==> src/rtl/port_seq_pkg.sv <==
// Shared types and constants for the port access sequencer and its arbiter.
package port_seq_pkg;

    localparam int PORT_W = 4;
    localparam int DATA_W = 8;
    localparam int CNT_W  = 4;

    localparam logic REQ_A = 1'b0;
    localparam logic REQ_B = 1'b1;

    typedef enum logic [2:0] {
        IDLE   = 3'd0,
        SEL_LO = 3'd1,
        SEL_HI = 3'd2,
        SETUP  = 3'd3,
        STROBE = 3'd4,
        HOLD   = 3'd5,
        DONE   = 3'd6
    } state_t;

    // States in which a write transfer keeps its data on the port bus.
    function automatic logic drives_bus(input state_t st);
        case (st)
            SEL_LO, SEL_HI, SETUP, STROBE, HOLD: drives_bus = 1'b1;
            default:                             drives_bus = 1'b0;
        endcase
    endfunction

endpackage

==> src/rtl/port_access_sequencer_chk.sv <==
// Protocol checks on the select and strobe outputs of the sequencer.
module port_access_sequencer_chk #(
    parameter int unsigned STROBE_CYC = 32'd2
) (
    input logic clk,
    input logic reset,
    input logic portsel_n,
    input logic port_wr_n,
    input logic port_rd_n
);

    if (STROBE_CYC == 32'd0) begin : g_bad_strobe
        $error("STROBE_CYC must be at least 1");
    end

    a_one_strobe: assert property (@(posedge clk) disable iff (reset)
        (port_wr_n || port_rd_n));

    a_no_sel_overlap: assert property (@(posedge clk) disable iff (reset)
        (portsel_n || (port_wr_n && port_rd_n)));

endmodule

==> src/rtl/port_rr_arbiter.sv <==
// Two-way round-robin arbiter; the parent records the winner in rr_last.
module port_rr_arbiter
    import port_seq_pkg::*;
(
    input  logic [1:0] req,
    input  logic       rr_last,
    output logic [1:0] grant
);

    // On a tie the requester that did not win last time is granted.
    always_comb begin
        grant = 2'b00;
        case (req)
            2'b01: grant = 2'b01;
            2'b10: grant = 2'b10;
            2'b11: begin
                if (rr_last == REQ_B) begin
                    grant = 2'b01;
                end else begin
                    grant = 2'b10;
                end
            end
            default: grant = 2'b00;
        endcase
    end

endmodule

==> src/rtl/port_access_sequencer.sv <==
// Shares the port selector/decoder between two requesters and sequences
// select, setup, strobe and hold for each transfer.
module port_access_sequencer
    import port_seq_pkg::*;
#(
    parameter int unsigned SETUP_CYC  = 32'd1,
    parameter int unsigned STROBE_CYC = 32'd2,
    parameter int unsigned HOLD_CYC   = 32'd1
) (
    input  logic              clk,
    input  logic              reset,
    input  logic              req_a,
    input  logic [PORT_W-1:0] port_a,
    input  logic              wr_a,
    input  logic [DATA_W-1:0] wdata_a,
    output logic              ack_a,
    input  logic              req_b,
    input  logic [PORT_W-1:0] port_b,
    input  logic              wr_b,
    input  logic [DATA_W-1:0] wdata_b,
    output logic              ack_b,
    output logic [DATA_W-1:0] rd_data,
    input  logic [DATA_W-1:0] port_bus_in,
    output logic [DATA_W-1:0] port_bus_out,
    output logic              port_bus_oe,
    output logic [DATA_W-1:0] sel_data,
    output logic              _portsel_in,
    output logic              _port_wr,
    output logic              _port_rd,
    output logic              busy
);

    localparam logic [CNT_W-1:0] STROBE_LD    = CNT_W'(STROBE_CYC - 32'd1);
    localparam logic [CNT_W-1:0] HOLD_LD      = CNT_W'(HOLD_CYC - 32'd1);
    localparam logic [CNT_W-1:0] AFTER_SEL_LD = (SETUP_CYC != 32'd0) ?
                                                CNT_W'(SETUP_CYC - 32'd1) : STROBE_LD;
    localparam state_t AFTER_SEL_ST = (SETUP_CYC != 32'd0) ? SETUP : STROBE;
    localparam state_t AFTER_STB_ST = (HOLD_CYC != 32'd0) ? HOLD : DONE;

    state_t             state_r, state_nxt_s;
    logic [CNT_W-1:0]   cnt_r, cnt_nxt_s;
    logic               gnt_r, gnt_nxt_s;
    logic [PORT_W-1:0]  port_r, port_nxt_s, last_port_r;
    logic               wr_r, wr_nxt_s;
    logic [DATA_W-1:0]  wdata_r, wdata_nxt_s;
    logic               rr_last_r, sel_valid_r;
    logic [1:0]         grant_s;
    logic               portsel_n_r, port_wr_n_r, port_rd_n_r;
    logic               ack_a_r, ack_b_r, busy_r, bus_oe_r;
    logic [DATA_W-1:0]  bus_out_r, sel_data_r, rd_data_r;

    port_rr_arbiter u_arb (
        .req     ({req_b, req_a}),
        .rr_last (rr_last_r),
        .grant   (grant_s)
    );

    port_access_sequencer_chk #(.STROBE_CYC(STROBE_CYC)) u_chk (
        .clk       (clk),
        .reset     (reset),
        .portsel_n (portsel_n_r),
        .port_wr_n (port_wr_n_r),
        .port_rd_n (port_rd_n_r)
    );

    // Arbitration, next state and the shared SETUP/STROBE/HOLD counter.
    always_comb begin
        state_nxt_s = state_r;
        cnt_nxt_s   = cnt_r;
        gnt_nxt_s   = gnt_r;
        port_nxt_s  = port_r;
        wr_nxt_s    = wr_r;
        wdata_nxt_s = wdata_r;
        case (state_r)
            IDLE: begin
                if (grant_s != 2'b00) begin
                    gnt_nxt_s   = grant_s[REQ_B];
                    port_nxt_s  = grant_s[REQ_B] ? port_b  : port_a;
                    wr_nxt_s    = grant_s[REQ_B] ? wr_b    : wr_a;
                    wdata_nxt_s = grant_s[REQ_B] ? wdata_b : wdata_a;
                    if (sel_valid_r && (port_nxt_s == last_port_r)) begin
                        state_nxt_s = AFTER_SEL_ST;
                        cnt_nxt_s   = AFTER_SEL_LD;
                    end else begin
                        state_nxt_s = SEL_LO;
                    end
                end else begin
                    state_nxt_s = IDLE;
                end
            end
            SEL_LO: state_nxt_s = SEL_HI;
            SEL_HI: begin
                state_nxt_s = AFTER_SEL_ST;
                cnt_nxt_s   = AFTER_SEL_LD;
            end
            SETUP: begin
                if (cnt_r == 4'd0) begin
                    state_nxt_s = STROBE;
                    cnt_nxt_s   = STROBE_LD;
                end else begin
                    cnt_nxt_s = cnt_r - 4'd1;
                end
            end
            STROBE: begin
                if (cnt_r == 4'd0) begin
                    state_nxt_s = AFTER_STB_ST;
                    cnt_nxt_s   = HOLD_LD;
                end else begin
                    cnt_nxt_s = cnt_r - 4'd1;
                end
            end
            HOLD: begin
                if (cnt_r == 4'd0) begin
                    state_nxt_s = DONE;
                end else begin
                    cnt_nxt_s = cnt_r - 4'd1;
                end
            end
            DONE:    state_nxt_s = IDLE;
            default: state_nxt_s = IDLE;
        endcase
    end

    // Sequencer state, latched request fields and select bookkeeping.
    always_ff @(posedge clk) begin
        if (reset) begin
            state_r     <= IDLE;
            cnt_r       <= 4'd0;
            gnt_r       <= REQ_A;
            port_r      <= {PORT_W{1'b0}};
            wr_r        <= 1'b0;
            wdata_r     <= {DATA_W{1'b0}};
            rr_last_r   <= REQ_B;
            sel_valid_r <= 1'b0;
            last_port_r <= {PORT_W{1'b0}};
        end else begin
            state_r <= state_nxt_s;
            cnt_r   <= cnt_nxt_s;
            gnt_r   <= gnt_nxt_s;
            port_r  <= port_nxt_s;
            wr_r    <= wr_nxt_s;
            wdata_r <= wdata_nxt_s;
            if ((state_r == IDLE) && (grant_s != 2'b00)) begin
                rr_last_r <= grant_s[REQ_B];
            end
            // The selector register latches on the edge leaving SEL_LO.
            if (state_r == SEL_LO) begin
                sel_valid_r <= 1'b1;
                last_port_r <= port_r;
            end
        end
    end

    // Outputs are registered, decoded from the state being entered.
    always_ff @(posedge clk) begin
        if (reset) begin
            portsel_n_r <= 1'b1;
            port_wr_n_r <= 1'b1;
            port_rd_n_r <= 1'b1;
            ack_a_r     <= 1'b0;
            ack_b_r     <= 1'b0;
            busy_r      <= 1'b0;
            bus_oe_r    <= 1'b0;
            bus_out_r   <= {DATA_W{1'b0}};
            sel_data_r  <= {DATA_W{1'b0}};
            rd_data_r   <= {DATA_W{1'b0}};
        end else begin
            portsel_n_r <= (state_nxt_s != SEL_LO);
            port_wr_n_r <= !((state_nxt_s == STROBE) && wr_nxt_s);
            port_rd_n_r <= !((state_nxt_s == STROBE) && !wr_nxt_s);
            ack_a_r     <= (state_nxt_s == DONE) && (gnt_nxt_s == REQ_A);
            ack_b_r     <= (state_nxt_s == DONE) && (gnt_nxt_s == REQ_B);
            busy_r      <= (state_nxt_s != IDLE);
            bus_oe_r    <= wr_nxt_s && drives_bus(state_nxt_s);
            bus_out_r   <= (wr_nxt_s && drives_bus(state_nxt_s)) ? wdata_nxt_s : {DATA_W{1'b0}};
            if (state_nxt_s == SEL_LO) begin
                sel_data_r <= {{(DATA_W-PORT_W){1'b0}}, port_nxt_s};
            end
            if ((state_r == STROBE) && (cnt_r == 4'd0) && !wr_r) begin
                rd_data_r <= port_bus_in;
            end
        end
    end

    assign _portsel_in  = portsel_n_r;
    assign _port_wr     = port_wr_n_r;
    assign _port_rd     = port_rd_n_r;
    assign ack_a        = ack_a_r;
    assign ack_b        = ack_b_r;
    assign busy         = busy_r;
    assign port_bus_oe  = bus_oe_r;
    assign port_bus_out = bus_out_r;
    assign sel_data     = sel_data_r;
    assign rd_data      = rd_data_r;

endmodule

==> config.mk <==
export PLATFORM = sky130hd
export DESIGN_NAME = port_access_sequencer
export DESIGN_NICKNAME = d
export VERILOG_FILES = /design/src/rtl/port_seq_pkg.sv /design/src/rtl/port_access_sequencer_chk.sv /design/src/rtl/port_rr_arbiter.sv /design/src/rtl/port_access_sequencer.sv
export SDC_FILE = /design/constraint.sdc
export NUM_CORES = 1
export LEC_CHECK = 0
export ABC_AREA = 1
export CELL_PAD_IN_SITES_DETAIL_PLACEMENT = 2
export CELL_PAD_IN_SITES_GLOBAL_PLACEMENT = 2
export CORE_AREA = 2 2 90 92
export CTS_BUF_LIST = sky130_fd_sc_hd__clkbuf_16
export CTS_CLUSTER_DIAMETER = 80
export DETAILED_ROUTE_END_ITERATION = 8
export DIE_AREA = 0 0 92 94
export DONT_BUFFER_PORTS = 1
export GPL_ROUTABILITY_DRIVEN = 1
export PLACE_DENSITY = 0.71
export SYNTH_ARGS = -nofsm -noshare
export SYNTH_HDL_FRONTEND = slang
export SYNTH_HIERARCHICAL = 1
export SYNTH_SLANG_ARGS = --single-unit
==> constraint.sdc <==
create_clock -name clk -period 2.25 [get_ports clk]
set_input_delay 0.45 -clock clk [delete_from_list [all_inputs] [get_ports clk]]
set_output_delay 0.45 -clock clk [all_outputs]
set_load 0.01 [all_outputs]
---- Yosys cells after proc, flatten, opt, wreduce, memory -nomap -nowiden ----
Index checks and enable logic that the tools add are counted.
word-level totals
  flip-flop bits (word level) ............. 54
  input bits .............................. 38
  output and inout bits ................... 31
  logic and storage cells ................. 89
operators by class
  $add $sub $neg .......................... 1
  equality and inequality tests ........... 19
  mux-type cells .......................... 27
  bitwise operators ....................... 2
  reductions and logical operators ........ 21
operator list
  operator                                             count
  two-way mux 4 bit                                    8
  two-way mux 8 bit                                    3
  case mux 4 bit (5 select lines)                      1
  case mux 3 bit (6 select lines)                      1
  equality test 3 bit, second input constant           5
  equality test 3 x 2 -> 1 bit, second input constant  4
  two-way mux 3 bit                                    4
  logical AND 1 bit                                    9
  two-way mux 1 bit                                    7
  equality test 3 x 1 -> 1 bit, second input constant  2
  != test 2 bit, second input constant                 3
  case mux 2 bit (3 select lines)                      1
  nonzero test 5 bit                                   1
  OR reduction 5 bit                                   1
  equality test 2 bit, second input constant           2
  equality test 4 bit                                  1
  logical NOT 1 bit                                    4
  logical NOT 4 bit                                    1
  two-way mux 2 bit                                    2
  AND reduction 4 bit                                  1
  subtractor 4 x 1 -> 4 bit, second input constant     1
  logical NOT 3 bit                                    1
  != test 3 x 1 -> 1 bit, second input constant        1
  nonzero test 3 bit                                   1
  4 further kinds                                      5

---- Logic depth before layout (Yosys ltp) ----
Gate-level depths: netlist of the first run.
  word-level depth ........................ 15
  gate-level depth with buffers ........... 14
  mapped depth without buffers ............ 13

---- By module ----
The synthesis of the first run kept the hierarchy.
by module, submodules not included
  module                 instances  cells an instance  area an instance (um^2)  sequential area each (um^2)
  port_access_sequencer  1          347                2448.6                   1081.0
  port_rr_arbiter        1          5                  21.3                     0.0

---- Worst setup path after synthesis of the first run ----
OpenSTA, ideal clock, no wires.
  path type ............................... input to register
  start ................................... input port req_b
  end ..................................... register cnt_r[3]
  library setup time ...................... 132 ps
  arrival time ............................ 1595 ps
  data required time ...................... 2118 ps
  path slack .............................. 523 ps
  stages on the path ...................... 13
  path buffers ............................ 2
  cell sequence ........................... inv_1 > a21oi_1 > buf_6 > buf_6 > nand2_1 > nand3_1 > nand2_1 > nor2_1 > nand3_2 > nand2_1 > nand2_1 > nand2_1 > a21oi_1
between the ends
  word-level cells in the longest chain between the ends .. 7
  elaborated cells between the ends (all ways) .. 11
  classes of those cells .................. eq/ne: 6; mux: 2; reduce/logical: 3
ends and longest elaborated chain
  element                                                                     RTL line                      RTL
  start, declared                                                             port_access_sequencer.sv:17   input logic req_b,
  equality test 2 bit / equality test 2 x 1 -> 1 bit (equally long branches)  port_rr_arbiter.sv:13         case (req)
  case mux 2 bit (3 select lines) *                                           port_rr_arbiter.sv:13
  net grant_s[1]                                                              port_access_sequencer.sv:47   logic [1:0] grant_s;
  two-way mux 4 bit                                                           port_access_sequencer.sv:78   port_nxt_s = grant_s[REQ_B] ? port_b : port_a;
  equality test 4 bit                                                         port_access_sequencer.sv:81   if (sel_valid_r && (port_nxt_s == last_port_r)) begin
  logical AND 1 bit                                                           port_access_sequencer.sv:81
  != test 2 bit (no source line)                                              -
  AND reduction 4 bit (no source line) *                                      -
  end signal, assigned                                                        port_access_sequencer.sv:138  cnt_r <= cnt_nxt_s;
  end, declared                                                               port_access_sequencer.sv:41   logic [CNT_W-1:0] cnt_r, cnt_nxt_s;
Mark *: on every way through the listed nets, which the timed path passes. The rest lies on a longest branch.
A chain may end at the register's enable or synchronous reset.

---- Worst setup path in the final report of the first run ----
  start ................................... register rr_last_r
  end ..................................... register bus_out_r[1], in the netlist port_bus_out[1]
between the ends
  word-level cells in the longest chain between the ends .. 15
  elaborated cells between the ends (all ways) .. 26
  classes of those cells .................. eq/ne: 6; mux: 14; bitwise: 1; reduce/logical: 5
ends and longest elaborated chain
  element                                      RTL line                      RTL
  start, declared                              port_access_sequencer.sv:46   logic rr_last_r, sel_valid_r;
  start signal, assigned                       port_access_sequencer.sv:144  rr_last_r <= grant_s[REQ_B];
  two-way mux 2 bit *                          port_rr_arbiter.sv:17         if (rr_last == REQ_B) begin
  case mux 2 bit (3 select lines) *            port_rr_arbiter.sv:13
  net grant_s[1]                               port_access_sequencer.sv:47
  two-way mux 4 bit                            port_access_sequencer.sv:78
  equality test 4 bit                          port_access_sequencer.sv:81
  logical AND 1 bit                            port_access_sequencer.sv:81
  two-way mux 2 bit                            port_access_sequencer.sv:81
  two-way mux 3 bit                            port_access_sequencer.sv:76   if (grant_s != 2'b00) begin
  case mux 3 bit (6 select lines)              port_access_sequencer.sv:74   case (state_r)
  equality test 3 bit (tied with other cells)  port_seq_pkg.sv:23            case (st)
  OR reduction 5 bit                           port_seq_pkg.sv:23
  two-way mux 1 bit                            port_seq_pkg.sv:23
  two-way mux 1 bit                            port_access_sequencer.sv:156  if (reset) begin
  logical AND 1 bit                            port_access_sequencer.sv:175  bus_out_r <= (wr_nxt_s && drives_bus(state_nxt_s)) ? wdata_nxt_s : {DATA_W{1'b0}};
  NOT 1 bit (no source line)                   -
  OR reduction 2 bit (no source line)          -
  end signal, assigned                         port_access_sequencer.sv:164  bus_out_r <= {DATA_W{1'b0}};
  end signal, assigned                         port_access_sequencer.sv:175
  end, declared                                port_access_sequencer.sv:50   logic [DATA_W-1:0] bus_out_r, sel_data_r, rd_data_r;
Mark *: on every way through the listed nets, which the timed path passes. The rest lies on a longest branch. The select of a mux whose other input is x is not followed.

==> reports/results.ini, run 1 <==
[status]
status = finished clean

[synth]
synth_edf_count = 0
ys_ff_latch = 54
yosys_warnings = 6
yosysTopAreaCell = dfxtp_1
ys_types = 29
synthFlopType = dfxtp_1
netlist_instances = 352
yosysTopAreaCellShare_pct = 43.8
netlist_area_mm2 = 0.00247
ys_seq_area_share_pct = 43.8
synth_area_per_cell_um2 = 7.02
async_flop_share_pct = 0
synth_area_leaders = dfxtp_1 44%, nor2_1 13%, inv_1 7.1%

[die]
dieWidth_um = 92
initial_core_util_pct = 32.5
num_rows = 32
core_mm2 = 0.00761
ioPinCount = 69
die_area_mm2 = 0.00865
dieHeight_um = 94

[route]
drc = 0
dr.pass1.iters = 3
drtIter0Drc = 72
routed_via_density = 4.78
routedWlPerCell_um = 15.3
vias = 2177
antenna_left = 0
routed_wl_um = 6950

[timing]
period_share_pct = 87.6
setup_ws_ns = 0.278
clock_skew_ns = 0.00463
setup_viol = 0
rsz0062_at_grt = no
finalCriticalPeriod_ns = 1.97
slew_violations = 0
final_hold_viol_count = 0
setup_tns_ns = 0
whs_ns = 0.228
fmax_mhz = 507

[setup_path]
reg2regPathDepth = 10
crit_chain = a21oi_2 > buf_12 > inv_6 > nand2_1 > nand2_4 > inv_2 > o21ai_0 > nor2_1 > nand2_4 > nor2_1
slowest_stage = dfxtp_1
max_stage_delay_ns = 0.38
worst-path-buf-inv = 3
crit_type = reg -> reg
cp_max_fo = 19
cp_top_family = simple AND/OR/NAND/NOR gates
path_depth = 10
crit_arrival_ns = 2.14
start_kind = flop
crit_required_ns = 2.42
cp-end-kind = flop

[hold_path]
holdPathStages = 1
hold_path_class = in -> reg

[power]
power_mw = 3.31
p_leak_nw = 1.26
ir_drop_mv = 0.463
powerDensity_mw_per_mm2 = 1230

[place]
io_buffer_count = 0
place_ws_ns = 0.108
dpl.hpwl_um = 5250
finalWeightedCongestion = 0.751

[final_layout]
utilization_pct = 35.5
diodes = 0
area_growth_pct = 9.27
final_cell_mix = 87 x nor2_1, 54 x dfxtp_1, 49 x inv_1, 46 x nand2_1, 33 x o21ai_0
layout_commonest_cell = nor2_1
drive_above_1_share_pct = 9.35
layout.nets = 393

[cts]
post_cts_buffers = 0
cts_tree = built
root_buffer = clkbuf_16
clockBufferDepth = 2
clock_sinks = 54
cts_hold_buffers = 0
cts_buffers = 5
cts_resized = 0
clock_latency_ns = 0.29
path_clk_slew_ns = 0.07
cts.htree.levels = 2

[grt]
grt_pass1_wl_um = 11700
grt_overflow = 0
grt.total_usage_pct = 16.8
antenna_found_initial = 0
grt_pass1_vias = 2458
grt_start_max_net_pins = 27

[run]
max-cap-violations = 0

-- final timing paths --
check | to | startpoint | slack [ns]
setup / recovery | port_bus_out[1]$_SDFF_PP0_ | rr_last_r$_SDFFE_PP1P_ | 0.28
hold / removal | port_r[0]$_SDFF_PP0_ | reset | 0.23
setup reg to reg | port_bus_out[1]$_SDFF_PP0_ | rr_last_r$_SDFFE_PP1P_ | 0.28
hold reg to reg | sel_valid_r$_SDFFE_PP0P_ | sel_valid_r$_SDFFE_PP0P_ | 0.45
-- final cells by class --
class | instances | area (µm²)
inverters | 50 | 193
clock inverters | 2 | 7.51
multi-input cells | 238 | 1120
clock buffers | 5 | 125
repair buffers | 4 | 42.5
flip-flops and latches | 54 | 1080
fillers | 934 | 4910
well taps | 102 | 128
-- metal layers --
metal  global-route usage [%]  vias up  part of all wire, %
met1                     18.6     1049                   40
li1                         -     1078                    -
met3                     3.93        6                  5.7
met4                     4.10        0                 0.85
met5                        0        -                    0
met2                     32.4       44                   53
-- synth_stat cells, types with 2 or more instances --
cell and n:
a21oi_1 12, ha_1 2, nand3_2 2, o21a_1 3, dfxtp_1 54, nor2_1 87
buf_2 2, o21ai_0 33, nor3_1 2, or2_2 3, inv_2 2, nand2_1 46
nand2_4 3, inv_1 47, nand4_1 5, clkbuf_1 4, nor2_2 8, nand3_1 20
nand2_2 2, buf_6 3, buf_4 4
-- cells by family after synthesis --
family / after synthesis / synth area share, %
buffers and inverters: 63 / 11.4
AO/OA/AOI/OAI: 50 / 10.7
flip-flops: 54 / 43.8
XOR/XNOR: 1 / 0.355
AND/OR/NAND/NOR: 181 / 32.6
other: 1 / 0.152
adder cells (fa/ha/maj): 2 / 1.01
-- power by group --
group	internal (mW)	switching, mW	leakage (nW)
combinational	0.388	0.794	0.743
sequential	1.21	0.193	0.443
clock	0.399	0.329	0.0723
total	1.99	1.32	1.26
-- flip-flops by register name (all words and copies together), names as in the netlist, 3 cells and up --
register / cells
sel_data: 4
last_port_r: 4
port_bus_out: 8
wdata_r: 8
state_r: 3
rd_data: 8
cnt_r: 4
port_r: 4
-- through the flow --
stage / instance area [µm²] / instances
after floorplan: 2480 / 355
after global placement: 2570 / 448
after detailed placement: 2570 / 448
after CTS: 2700 / 455
after global routing: 2700 / 455
final: 2700 / 455
Power figures use the tool's default switching activity.
==> inputs of run 2 (changes only) <==
--- a/config.mk
+++ b/config.mk
@@ -8,14 +8,13 @@
 export ABC_AREA = 1
 export CELL_PAD_IN_SITES_DETAIL_PLACEMENT = 2
 export CELL_PAD_IN_SITES_GLOBAL_PLACEMENT = 2
-export CORE_AREA = 2 2 90 92
+export CORE_AREA = 2 2 103 105
 export CTS_BUF_LIST = sky130_fd_sc_hd__clkbuf_16
 export CTS_CLUSTER_DIAMETER = 80
 export DETAILED_ROUTE_END_ITERATION = 8
-export DIE_AREA = 0 0 92 94
-export DONT_BUFFER_PORTS = 1
+export DIE_AREA = 0 0 105 107
 export GPL_ROUTABILITY_DRIVEN = 1
-export PLACE_DENSITY = 0.71
+export PLACE_DENSITY = 0.72
 export SYNTH_ARGS = -nofsm -noshare
 export SYNTH_HDL_FRONTEND = slang
 export SYNTH_HIERARCHICAL = 1
==> reports/results.ini, run 2 (synthesized netlist as in run 1, its figures left out) <==
[setup_path]
path_depth = 14
worst-path-buf-inv = 3
r2r_setup_slack_ns = 0.39
start_kind = input port
cp_max_fo = 10
crit_arrival_ns = 2.34
r2r-start = cnt_r[0]$_SDFFE_PP0P_
r2r-end = sel_data[2]$_SDFFE_PP0N_
cp-end-kind = flop
crit_required_ns = 2.48
reg2regPathDepth = 9
cp_top_family = simple AND/OR/NAND/NOR gates
crit_type = in -> reg
slowest_stage = clkdlybuf4s50_1
max_stage_delay_ns = 0.49
crit_chain = clkdlybuf4s50_1 > inv_1 > a21oi_2 > buf_12 > nand2_1 > nand3_1 > nand2_1 > nor2_2 > nand3_2 > nand2_2 > nand2_2 > nand2_4 > nand2_4 > nor2_2

[timing]
setup_viol = 0
setup_tns_ns = 0
period_share_pct = 93.7
slew_violations = 0
fmax_mhz = 474
finalCriticalPeriod_ns = 2.11
setup_ws_ns = 0.142
final_hold_viol_count = 0
whs_ns = 0.462
rsz0062_at_grt = yes
clock_skew_ns = 0.00719

[grt]
grt_start_max_net_pins = 22
antenna_found_initial = 0
grt_pass1_vias = 2728
grt.total_usage_pct = 14.7
grt_pass1_wl_um = 13400
grt_overflow = 0

[status]
status = finished clean

[place]
place_ws_ns = -0.238
place_inst = 558
dpl.hpwl_um = 6080
finalWeightedCongestion = 0.771
io_buffer_count = 64

[hold_path]
hold_start = sel_valid_r$_SDFFE_PP0P_
holdPathStages = 2
min_to = sel_valid_r$_SDFFE_PP0P_
hold_path_class = reg -> reg

[route]
routed_via_density = 4.32
drtIter0Drc = 51
vias = 2446
dr.pass1.iters = 4
met3_length_um = 171
routed_wl_um = 7870
wl_met1_um = 3700
met2_length_um = 3920
antenna_left = 0
top_layer_used = met4
drc = 0
routedWlPerCell_um = 13.9

[power]
ir_drop_mv = 0.548
p_switching_mw = 1.48
powerDensity_mw_per_mm2 = 1080
p_int_mw = 2.32
power_frac_clock_pct = 20.4
pwr-share-comb_pct = 44.6
p_leak_nw = 1.56
switching_share_pct = 38.9
sequentialPowerShare_pct = 35.0
power_mw = 3.80

[final_layout]
multi_input_comb_area_mm2 = 0.00115
final_cell_mix = 81 x nor2_1, 64 x clkdlybuf4s50_1, 54 x dfxtp_1, 47 x inv_1, 45 x nand2_1
layout.nets = 469
instances_no_fill = 566
diodes = 0
area_growth_pct = 42.5
seqCellArea_mm2 = 0.00108
drive_above_1_share_pct = 12.8
layout_commonest_cell = nor2_1
num-fill-cells = 1241

[run]
max-cap-violations = 0

[cts]
clockBufferDepth = 2
cts.htree.levels = 2
root_buffer = clkbuf_16
cts_resized = 0
cts_hold_buffers = 0
cts_tree = built
clock_latency_ns = 0.29
post_cts_buffers = 0
clock_sinks = 54
cts_buffers = 5
path_clk_slew_ns = 0.07

[die]
die_area_mm2 = 0.0112
num_rows = 37
core_mm2 = 0.0101
ioPinCount = 69
initial_core_util_pct = 24.5
dieWidth_um = 105
dieHeight_um = 107

run 2: cell type report:
| class | instances | area share [%] |
|---|---|---|
| Multi-Input combinational cell | 238 | 32.8 |
| Sequential cell | 54 | 30.7 |
| Timing Repair Buffer | 80 | 22.1 |
| Inverter | 50 | 5.55 |
| Tap cell | 136 | 4.83 |
| Clock buffer | 5 | 3.55 |
| Clock inverter | 3 | 0.462 |
run 2: layer usage:
layer	vias to the layer above	track usage (%)
met4	0	3.71
li1	1238	-
met2	35	26.6
met1	1168	18.0
met5	-	0
met3	5	2.55
run 2: worst max-delay path by stage:
| stage | from | to |
|---|---|---|
| detailed placement | req_b | cnt_r[3]$_SDFFE_PP0P_ |
| global placement | req_b | port_bus_out[4]$_SDFF_PP0_ |
| finish | req_b | port_bus_out[4]$_SDFF_PP0_ |
| floorplan | req_b | cnt_r[3]$_SDFFE_PP0P_ |
| CTS | req_b | cnt_r[3]$_SDFFE_PP0P_ |
| global route | req_b | port_bus_out[3]$_SDFF_PP0_ |
run 2: power by group through the flow:
| stage | sequential [mW] | clock (mW) | combinational [mW] |
|---|---|---|---|
| floorplan | 1.37 | 0 | 0.935 |
| global placement | 1.34 | 0 | 1.59 |
| detailed placement | 1.35 | 0 | 1.64 |
| CTS | 1.33 | 0.793 | 1.66 |
| global route | 1.36 | 0.844 | 1.92 |
| finish | 1.33 | 0.774 | 1.69 |
run 2: per-stage QoR:
| stage | cell area [µm²] | utilization, % |
|---|---|---|
| global placement | 3340 | 33.1 |
| global route | 3520 | 34.9 |
| floorplan | 2480 | - |
| finish | 3520 | 34.9 |
| CTS | 3480 | 34.5 |
| detailed placement | 3340 | 33.1 |
run 2: worst register-to-register path: stages (launching register included):
cell and delay [ns]:
dfxtp_1 0.31, inv_1 0.13, ha_1 0.18, nand3_2 0.15, o21bai_1 0.25, nand2_1 0.09
nor2_2 0.15, nand4_1 0.25, nor2_1 0.18, nor2_1 0.06
==> inputs of run 3 (changes only) <==
--- a/config.mk
+++ b/config.mk
@@ -8,13 +8,13 @@
 export ABC_AREA = 1
 export CELL_PAD_IN_SITES_DETAIL_PLACEMENT = 2
 export CELL_PAD_IN_SITES_GLOBAL_PLACEMENT = 2
-export CORE_AREA = 2 2 103 105
+export CORE_AREA = 4 4 109 111
 export CTS_BUF_LIST = sky130_fd_sc_hd__clkbuf_16
 export CTS_CLUSTER_DIAMETER = 80
 export DETAILED_ROUTE_END_ITERATION = 8
-export DIE_AREA = 0 0 105 107
+export DIE_AREA = 0 0 113 115
 export GPL_ROUTABILITY_DRIVEN = 1
-export PLACE_DENSITY = 0.72
+export PLACE_DENSITY = 0.7
 export SYNTH_ARGS = -nofsm -noshare
 export SYNTH_HDL_FRONTEND = slang
 export SYNTH_HIERARCHICAL = 1
==> constraint.sdc (replaced) <==
create_clock -name clk -period 1.7 [get_ports clk]
set_input_delay 0.34 -clock clk [delete_from_list [all_inputs] [get_ports clk]]
set_output_delay 0.34 -clock clk [all_outputs]
set_load 0.01 [all_outputs]
==> reports/results.ini, run 3 (synthesized netlist as in run 1, its figures left out) <==
[status]
status = complete, but fails checks
violations = negative setup slack

[final_layout]
area_growth_pct = 63.4
num-fill-cells = 1218
diodes = 0
instances_no_fill = 592
layout.nets = 491
layout_commonest_cell = nor2_1
drive_above_1_share_pct = 29.6
final_cell_mix = 73 x nor2_1, 62 x clkdlybuf4s50_1, 52 x dfxtp_1, 38 x inv_1, 30 x buf_4
utilization_pct = 37.4

[setup_path]
cp_max_fo = 6
reg2regPathDepth = 12
start_kind = flop
cp-end-kind = flop
r2r-end = ack_a$_SDFF_PP0_
crit_required_ns = 1.94
crit_type = reg -> reg
crit_arrival_ns = 2.03
r2r_setup_slack_ns = -0.09
r2r-start = rr_last_r$_SDFFE_PP1P_

[route]
routed_via_density = 4.35
drtIter0Drc = 63
routed_wl_um = 9140
drc = 0
routedWlPerCell_um = 15.4
vias = 2576
dr.pass1.iters = 4
antenna_left = 0

[cts]
clock_latency_ns = 0.29
path_clk_slew_ns = 0.08
cts.htree.levels = 2
cts_tree = built
clockBufferDepth = 2
cts_buffers = 5
clock_sinks = 54
root_buffer = clkbuf_16
cts_hold_buffers = 0

[timing]
final_hold_viol_count = 0
setup_viol = 18
slew_violations = 0
finalCriticalPeriod_ns = 1.79
setup_ws_ns = -0.0896
whs_ns = 0.481
fmax_mhz = 559
rsz0062_at_grt = yes
clock_skew_ns = 0.00574
period_share_pct = 105

[grt]
grt_pass1_wl_um = 14300
grt_overflow = 0
antenna_found_initial = 0
grt_pass1_vias = 2909
grt_start_max_net_pins = 22
grt.total_usage_pct = 13.6

[power]
powerDensity_mw_per_mm2 = 1450
ir_drop_mv = 0.647
p_leak_nw = 1.74

[die]
dieHeight_um = 115
initial_core_util_pct = 22.9
dieWidth_um = 113
core_mm2 = 0.0108
ioPinCount = 69
num_rows = 38
die_area_mm2 = 0.0130

[place]
place_inst = 575
io_buffer_count = 64
finalWeightedCongestion = 0.797
dpl.hpwl_um = 6190
place_ws_ns = -0.636

[hold_path]
hold_start = cnt_r[0]$_SDFFE_PP0P_
hold_path_class = reg -> reg
min_to = cnt_r[0]$_SDFFE_PP0P_
holdPathStages = 2

[run]
max-cap-violations = 0

-- run 3: worst max path at each step --
stage / startpoint / end / slack (ns)
final: rr_last_r$_SDFFE_PP1P_ / ack_a$_SDFF_PP0_ / -0.09
after global routing: rr_last_r$_SDFFE_PP1P_ / sel_data[0]$_SDFFE_PP0N_ / -0.21
after CTS: rr_last_r$_SDFFE_PP1P_ / sel_data[1]$_SDFFE_PP0N_ / -0.08
after detailed placement: req_b / sel_data[1]$_SDFFE_PP0N_ / -0.64
after global placement: req_b / sel_data[3]$_SDFFE_PP0N_ / -0.60
after floorplan: req_b / cnt_r[3]$_SDFFE_PP0P_ / 0.08
-- run 3: routing by layer --
| metal | GRT usage (%) | routed length (µm) | up-vias |
|---|---|---|---|
| li1 | - | - | 1280 |
| met1 | 15.8 | 3860 | 1248 |
| met2 | 25.9 | 4890 | 42 |
| met3 | 2.26 | 282 | 6 |
| met4 | 3.61 | 102 | 0 |
| met5 | 0 | 0 | - |
-- run 3: layout make-up --
class                           instances  area, µm²  area share, %
Inverter                               50        208           5.15
Timing Repair inverter                  1       11.3          0.279
Tap cell                              140        175           4.34
Sequential cell                        54       1080           26.9
Multi-Input combinational cell        239       1480           36.6
Clock inverter                          3       18.8          0.465
Clock buffer                            5        125           3.10
Timing Repair Buffer                  100        938           23.3
-- run 3: power by group --
group / switching [mW] / internal [mW]
Sequential: 0.181 / 1.60
Clock: 0.499 / 0.548
Combinational: 1.73 / 1.28
Total: 2.41 / 3.43
-- run 3: per-stage QoR --
stage / TNS (ns) / cell area (µm²) / total power, mW
2_1_floorplan: 0 / 2480 / 3.05
3_3_place_gp: -17.83 / 3440 / 4.00
3_5_place_dp: -20.04 / 3440 / 4.07
4_1_cts: -0.568 / 3800 / 5.42
5_1_grt: -3.75 / 4040 / 6.30
6_report: -1.01 / 4040 / 5.84
-- run 3: what timing repair did --
| item | in CTS | in global routing |
|---|---|---|
| endpoints found under the setup margin | 45 | 38 |
| buffers inserted | 4 | 4 |
| pin swaps | 17 | 37 |
| gates cloned | 3 | 0 |
| resized for setup | 46 | 74 |
-- run 3: critical path, cell delays in order (launching register included) --
cell,delay [ns]
dfxtp_2,0.34
buf_4,0.14
nand3_2,0.07
nand2_2,0.07
inv_4,0.08
nand2_8,0.05
nand2_8,0.09
buf_6,0.10
nand4_1,0.18
nor3_2,0.27
buf_4,0.19
nand2_4,0.06
nor2_4,0.09
